<file path="src/rtl/i2c_bus_arbiter.sv">
// Round-robin sharing of one i2c_master between NUM_REQ requesters, with
// NACK retry, stuck-transaction timeout/master reset, and per-requester acks.
module i2c_bus_arbiter #(
    parameter int NUM_REQ        = 2,
    parameter int MAX_BYTES      = 3,
    parameter int MAX_RETRIES    = 2,
    parameter int RETRY_GAP      = 1250,
    parameter int TIMEOUT_CYCLES = 200000,
    localparam int BN_W = $clog2(MAX_BYTES + 1),
    localparam int GW   = $clog2(NUM_REQ)
) (
    input  logic                        clk,
    input  logic                        reset,
    input  logic [NUM_REQ-1:0]          req_valid,
    input  logic [NUM_REQ-1:0]          req_rd_nwr,
    input  logic [NUM_REQ*7-1:0]        req_addr,
    input  logic [NUM_REQ*MAX_BYTES*8-1:0] req_din,
    input  logic [NUM_REQ*BN_W-1:0]     req_nbytes,
    output logic [NUM_REQ-1:0]          req_ack,
    output logic [MAX_BYTES*8-1:0]      resp_data,
    output logic [1:0]                  resp_status,
    output logic                        busy,
    output logic [GW-1:0]               grant_idx,
    output logic                        m_start,
    output logic                        m_rd_nwr,
    output logic [6:0]                  m_addr,
    output logic [MAX_BYTES*8-1:0]      m_din,
    output logic [BN_W-1:0]             m_nbytes,
    input  logic [MAX_BYTES*8-1:0]      m_dout,
    input  logic                        m_done,
    input  logic                        m_error,
    output logic                        m_reset
);

    localparam int RW = $clog2(MAX_RETRIES + 1) + 1;
    localparam int DW = MAX_BYTES * 8;

    localparam logic [1:0] ST_OK   = 2'b00;
    localparam logic [1:0] ST_NACK = 2'b01;
    localparam logic [1:0] ST_TO   = 2'b10;

    typedef enum logic [2:0] {
        S_IDLE,
        S_ISSUE,
        S_WAIT,
        S_GAP,
        S_ABORT,
        S_RESPOND
    } state_t;

    state_t            state, state_n;
    logic [31:0]       timer, timer_n;
    logic [RW-1:0]     retry_cnt, retry_n;
    logic [GW-1:0]     last_grant, last_n;
    logic [GW-1:0]     grant_n;
    logic [NUM_REQ-1:0] ack_n;
    logic [DW-1:0]     data_n;
    logic [1:0]        status_n;
    logic              start_n;
    logic              mreset_n;
    logic              rd_n;
    logic [6:0]        addr_n;
    logic [DW-1:0]     din_n;
    logic [BN_W-1:0]   nb_n;

    logic              found;
    logic [GW-1:0]     winner;
    logic [GW-1:0]     cand;
    logic [NUM_REQ-1:0] grant_oh;

    assign grant_oh = NUM_REQ'(1) << grant_idx;

    // First requester after the previous winner, wrapping around.
    always_comb begin
        found  = 1'b0;
        winner = '0;
        cand   = '0;
        for (int k = 1; k <= NUM_REQ; k++) begin
            cand = GW'((int'(last_grant) + k) % NUM_REQ);
            if (!found && req_valid[cand]) begin
                found  = 1'b1;
                winner = cand;
            end
        end
    end

    always_comb begin
        state_n  = state;
        timer_n  = timer;
        retry_n  = retry_cnt;
        last_n   = last_grant;
        grant_n  = grant_idx;
        ack_n    = '0;
        data_n   = resp_data;
        status_n = resp_status;
        start_n  = 1'b0;
        mreset_n = 1'b0;
        rd_n     = m_rd_nwr;
        addr_n   = m_addr;
        din_n    = m_din;
        nb_n     = m_nbytes;
        unique case (state)
            S_IDLE: begin
                if (found) begin
                    grant_n = winner;
                    rd_n    = req_rd_nwr[winner];
                    addr_n  = req_addr[int'(winner)*7 +: 7];
                    din_n   = req_din[int'(winner)*DW +: DW];
                    nb_n    = req_nbytes[int'(winner)*BN_W +: BN_W];
                    retry_n = '0;
                    start_n = 1'b1;
                    state_n = S_ISSUE;
                end
            end
            S_ISSUE: begin
                timer_n = '0;
                state_n = S_WAIT;
            end
            S_WAIT: begin
                timer_n = timer + 32'd1;
                if (m_done && !m_error) begin
                    data_n   = m_dout;
                    status_n = ST_OK;
                    ack_n    = grant_oh;
                    state_n  = S_RESPOND;
                end else if (m_done && retry_cnt < RW'(MAX_RETRIES)) begin
                    retry_n = retry_cnt + RW'(1);
                    timer_n = '0;
                    state_n = S_GAP;
                end else if (m_done) begin
                    data_n   = '0;
                    status_n = ST_NACK;
                    ack_n    = grant_oh;
                    state_n  = S_RESPOND;
                end else if (timer == 32'(TIMEOUT_CYCLES - 1)) begin
                    timer_n  = '0;
                    mreset_n = 1'b1;
                    state_n  = S_ABORT;
                end
            end
            S_GAP: begin
                if (timer + 32'd1 >= 32'(RETRY_GAP)) begin
                    start_n = 1'b1;
                    state_n = S_ISSUE;
                end else begin
                    timer_n = timer + 32'd1;
                end
            end
            S_ABORT: begin
                // Master reset is held for two cycles before reporting.
                if (timer == 32'd1) begin
                    data_n   = '0;
                    status_n = ST_TO;
                    ack_n    = grant_oh;
                    state_n  = S_RESPOND;
                end else begin
                    timer_n  = timer + 32'd1;
                    mreset_n = 1'b1;
                end
            end
            S_RESPOND: begin
                last_n  = grant_idx;
                state_n = S_IDLE;
            end
            default: state_n = S_IDLE;
        endcase
    end

    always_ff @(posedge clk or posedge reset) begin
        if (reset) begin
            state       <= S_IDLE;
            timer       <= '0;
            retry_cnt   <= '0;
            last_grant  <= GW'(NUM_REQ - 1);
            grant_idx   <= '0;
            req_ack     <= '0;
            resp_data   <= '0;
            resp_status <= ST_OK;
            busy        <= 1'b0;
            m_start     <= 1'b0;
            m_reset     <= 1'b0;
            m_rd_nwr    <= 1'b0;
            m_addr      <= '0;
            m_din       <= '0;
            m_nbytes    <= '0;
        end else begin
            state       <= state_n;
            timer       <= timer_n;
            retry_cnt   <= retry_n;
            last_grant  <= last_n;
            grant_idx   <= grant_n;
            req_ack     <= ack_n;
            resp_data   <= data_n;
            resp_status <= status_n;
            busy        <= (state_n != S_IDLE);
            m_start     <= start_n;
            m_reset     <= mreset_n;
            m_rd_nwr    <= rd_n;
            m_addr      <= addr_n;
            m_din       <= din_n;
            m_nbytes    <= nb_n;
        end
    end

endmodule

</file>
<file path="config.mk">
export PLATFORM = sky130hd
export DESIGN_NAME = i2c_bus_arbiter
export DESIGN_NICKNAME = d
export VERILOG_FILES = /design/src/rtl/i2c_bus_arbiter.sv
export SDC_FILE = /design/constraint.sdc
export NUM_CORES = 1
export LEC_CHECK = 0
export ABC_AREA = 1
export ABC_CLOCK_PERIOD_IN_PS = 6100
export CAP_MARGIN = 20
export CORE_UTILIZATION = 52
export DETAILED_ROUTE_END_ITERATION = 10
export PLACE_DENSITY_LB_ADDON = 0.2
export SKIP_CTS_REPAIR_TIMING = 1
export SLEW_MARGIN = 20
export SYNTH_ARGS = -nofsm -noshare
export SYNTH_HDL_FRONTEND = slang
export SYNTH_SLANG_ARGS = --single-unit
</file>
<file path="constraint.sdc">
create_clock -name clk -period 6.1 [get_ports clk]
set_input_delay 1.22 -clock clk [delete_from_list [all_inputs] [get_ports clk]]
set_output_delay 1.22 -clock clk [all_outputs]
set_load 0.005 [all_outputs]
</file>
# After elaboration in Yosys (flattened, before gate mapping)
# Index checks and enable logic that the tools add are counted.
dict set report totals {
  reg_bits 105
  latchBits 0
  ram_bits 0
  mem_bits_ro 0
  in_bits 98
  output_inout_bits 66
  mem_count 0
}
dict set report op_classes {
  n_addsub 4
  multipliers 2
  div 0
  magnitude_cmp 5
  n_eq_ne 15
  shifts 4
  mux 53
  bitwise 0
  n_reduce_logical 14
}
# operator count
set op_table {}
lappend op_table {{$mux 32} 6}
lappend op_table {{$pmux 32 s4} 1}
lappend op_table {{$mux 24} 4}
lappend op_table {{$pmux 24 s2} 1}
lappend op_table {{$shiftx 48x7->24} 1}
lappend op_table {{$add 32x1->32 const B} 1}
lappend op_table {{$eq 32x1->1 const B} 1}
lappend op_table {{$eq 32x18->1 const B} 1}
lappend op_table {{$ge 32x11->1 const B} 1}
lappend op_table {{$mux 3} 10}
lappend op_table {{$mux 1} 17}
lappend op_table {{$mux 2} 8}
lappend op_table {{$pmux 3 s5} 1}
lappend op_table {{$shiftx 14x5->7} 1}
lappend op_table {{$ne 2x2->1 const B} 6}
lappend op_table {{$pmux 2 s2} 2}
lappend op_table {{$reduce_and 4->1} 2}
lappend op_table {{$eq 3x2->1 const B} 2}
lappend op_table {{$eq 3x3->1 const B} 2}
lappend op_table {{$lt 1x2->1 const B} 3}
lappend op_table {{$ne 3x3->1 const B} 2}
lappend op_table {{$pmux 3 s2} 1}
lappend op_table {{$mul 1x3->4 const B} 1}
lappend op_table {{$pmux 1 s2} 2}
lappend op_table {{other kinds (15)} 20}

# Depth between registers and ports, before layout
dict set report logic_depth {
  depth_word 10
  mapped_depth 18
}

# Worst setup path before layout
# No wires, ideal clock.
dict set report synth_path {
  kind {input port to flip-flop}
  start {input m_error}
  end {register resp_data[10]}
  setup_time_ps 118
  arrival_ps 2217
  required_ps 5982
  slack_ps 3765
  stages 9
  n_path_buf 1
  cell_sequence {inv_1 nor3_1 nor2_1 inv_1 nand2_1 clkinv_1 buf_2 nand2_1 nand2_1}
}
dict set report synth_between {
  elab_chain_cells 4
  word_cells_on_any_way 7
}
# item line_no
set synth_lines {}
lappend synth_lines {{from (decl)} 31} ;# input logic m_error,
lappend synth_lines {{$logic_not 1->1 *} 121} ;# if (m_done && !m_error) begin
lappend synth_lines {{$logic_and 1x1->1 *} 121}
lappend synth_lines {{$ne 3x3->1 (no source line) or $mux 24 (tied branches)} n/a}
lappend synth_lines {{$reduce_and 4->1 (no source line) or $pmux 24 s2 (tied branches)} n/a}
lappend synth_lines {{to (signal assigned)} 193} ;# resp_data <= data_n;
lappend synth_lines {{to (decl)} 20} ;# output logic [MAX_BYTES*8-1:0] resp_data,
# Mark *: on every way between the ends. The rest lies on a longest branch, timed or not.
# A chain may end at the register's enable or synchronous reset.

# Worst setup path after layout
dict set report layout_path {
  start {input m_done}
  end {register resp_status[0]}
}
dict set report layout_between {
  elab_chain_cells 3
  word_cells_on_any_way 7
}
# item line_no
set layout_lines {}
lappend layout_lines {{from (decl)} 30} ;# input logic m_done,
lappend layout_lines {{$logic_and 1x1->1, on equally long branches} {121, 126}}
lappend layout_lines {{$ne 3x3->1 (no source line) or $mux 2 (tied branches)} n/a}
lappend layout_lines {{$reduce_and 4->1 (no source line) or $pmux 2 s2 (tied branches)} n/a}
lappend layout_lines {{to (signal assigned)} 194} ;# resp_status <= status_n;
lappend layout_lines {{to (decl)} 21} ;# output logic [1:0] resp_status,
# Parallel ways exist; a longest one is shown, timed or not.

==> key figures <==
Logic synthesis
  • Mapped Area: 0.00583 mm2
  • Most used DFF post-synth: dfrtp_1
  • Mean Syn Cell Area: 7.01 um2
  • Dominant cell type by area after synthesis: dfrtp_1
  • Synth top area share: 44.6%
  • Top post-synthesis cells by area: dfrtp_1 (45%), nand2_1 (18%), nor2_1 (7.9%), nand3_1 (7.8%), o21ai_0 (6.4%)
  • Synth warnings: 0
  • Register area share after synthesis: 45.1%
  • Synth Instances: 832
  • Netlist cell types: 33
  • EDFF count, synth: 0
  • Seq cells post-synth: 105
  • Synth Net Count: 934
  • Asr flop ratio synth: 100%

Route
  • DRC Markers: 0
  • Routed vias/inst: 5.25
  • Metal3 WL: 1150 um
  • Wirelength per Cell: 14.8 um
  • Vias: 5,898
  • WL final: 16,600 um
  • Met2 wire len: 8130 um
  • Top layer in use: met4
  • Number of detailed-route iterations in the first pass: 6
  • Met1 Wirelength: 6850 um
  • Antenna Nets Post-Route: 0
  • Violation count after the first detailed-route iteration: 387

Power and ir drop
  • Clock network power share: 16.8%
  • Net Sw Frac: 39.2%
  • Leakage: 0.00361 uW
  • Worst IR Drop VDD: 237 uV
  • Gate power share: 45.2%
  • Part of the power in registers: 38.0%
  • P_int: 1720 uW
  • Pwr Total: 2830 uW
  • Pwr Density: 365 mW/mm2
  • Net Sw Power: 1110 uW

Place
  • Post-DP HPWL: 11,800 um
  • Routability cong.: 0.990
  • DP Area: 0.00753 mm2
  • IO Port Bufs: 163

STA
  • Setup_tns: 0 ns
  • # setup viols final: 0
  • RSZ-0062 raised after global routing: no
  • Rel. slew slack: 36.8%
  • Measured slew at the worst slew-check pin: 0.947 ns
  • Fin crit period: 3.80 ns
  • Max Slew Vio Count: 0
  • Final worst path period share: 62.4%
  • Final Skew: 0.0155 ns
  • Final hold violation count: 0
  • Max Clk Rate: 263 MHz

Final layout
  • Most frequent cells in the layout: nand2_1 (281), clkdlybuf4s50_1 (163), nor2_1 (123)
  • Finished Cell Area: 0.00774 mm2
  • Most common cell after layout, fill and taps aside: nand2_1
  • Final #Nets: 1,081
  • Fillers: 918
  • Area Growth Syn to Fin: 32.8%
  • Diode count: 0
  • Layout cell share with drive strength beyond 1: 3.86%

Critical path
  • Critical Path Source Type: input pin
  • Worst r2r path cells: 7
  • Crit path required time: 6.37 ns
  • Crit. End Element: register
  • R2R Path Start: timer[4]
  • CP endpoint: resp_status[0]
  • Worst-path fanout max: 27
  • CP Launch Point: m_done
  • RR Endpoint: resp_status[0]
  • R2R setup slack: 2.35 ns
  • CP Class: input pin to register
  • CP arrival: 4.08 ns

Hold path
  • Hold Crit Class: register to register

Floorplanning
  • Num rows: 38
  • Starting Density: 53.6%
  • Die width: 108 um
  • Core area: 0.0109 mm2
  • IO Pins: 164
  • Full die area: 0.0116 mm2
  • Die height: 108 um

Run
  • Total of max-cap violations: 0

Clocking
  • CTS root buf: clkbuf_8
  • Num CTS Buffers: 9
  • Sink Count: 105
  • Clock Latency Late Sink: 0.39 ns
  • H-tree depth: 3
  • CTS tree: yes
  • Clk buf depth: 2
  • Clock slew at reported path FFs: 0.11 ns

GRT
  • All-Layer GR Usage: 30.0%
  • Largest net degree at the start of global routing: 59
  • Antenna violations before repair: 0
  • Vias in the first global route: 5,775
  • GRT overflow: 0
  • First-pass GRT wire length: 27,000 um

Status
  • Status: completed
worst min path at each step:
stage | from | to | depth (start not counted)
CTS | resp_data[23] | resp_data[23] | 2
global route | m_din[17] | m_din[17] | 2
floorplan | timer[31] | timer[31] | 2
global placement | resp_data[22] | resp_data[22] | 2
finish | resp_data[19] | resp_data[19] | 2
detailed placement | resp_data[23] | resp_data[23] | 2
power by group through the flow:
stage / clock network [uW] / logic [uW] / registers, uW
2_1_floorplan: 0 / 652 / 1070
5_1_grt: 513 / 1420 / 1100
3_3_place_gp: 0 / 1250 / 1070
4_1_cts: 485 / 1280 / 1070
6_report: 477 / 1280 / 1070
3_5_place_dp: 0 / 1280 / 1080
critical path: stages:
cell and delay (ns):
clkdlybuf4s50_1 0.54, nand2_1 0.09, nor2_1 0.23, inv_1 0.08, nand2_1 0.62, clkinv_1 0.88, nand2_1 0.31, nand2_1 0.09
sequential cells by signal, indices dropped and copies added, names as in the netlist, 3 cells and up:
signal and count:
resp_data 24, m_din 24, state 3, retry_cnt 3, m_addr 7, timer 32
routing by layer:
| metal | up-vias | global-route usage, % |
|---|---|---|
| met4 | 0 | 11.4 |
| met1 | 2707 | 35.7 |
| met2 | 207 | 51.6 |
| li1 | 2945 | - |
| met3 | 39 | 7.93 |
| met5 | - | 0 |
Yosys cell counts (7+ instances only):
library cell	number
nand2_1	281
inv_1	59
clkbuf_1	23
a21oi_1	11
dfrtp_1	104
o21ai_0	75
nand3_1	91
nor3_1	7
nor2_1	123
nand4_1	11
cells by family (layout without fill, tap and decap cells):
kind of cell / after synthesis / after routing / synth area share (%)
AND/OR/NAND/NOR: 533 / 533 / 38.4
flip-flops: 105 / 105 / 45.1
buffers and inverters: 92 / 244 / 6.61
AO/OA/AOI/OAI: 91 / 91 / 8.00
XOR/XNOR: 7 / 7 / 1.05
adder cells (fa/ha/maj): 4 / 4 / 0.858
per-stage QoR:
stage          cells  setup WS, ns  utilization (%)  hold slack, ns
3_3_place_gp    1108          2.11             69.1           0.464
6_report        1124          2.30             71.1           0.493
3_5_place_dp    1108          1.94             69.1           0.467
2_1_floorplan    832          2.12                -           0.463
4_1_cts         1124          2.32             71.1           0.493
5_1_grt         1124          1.99             71.1           0.507
cell type report:
class	count	area, um2	share of cell area (%)
Multi-Input combinational cell	635	2830	36.5
Sequential cell	105	2630	33.9
Timing Repair Buffer	168	1670	21.6
Inverter	60	228	2.94
Tap cell	140	175	2.26
Clock buffer	10	138	1.78
Clock inverter	6	80.1	1.03
Note: power is estimated with default switching activity, not from simulation.
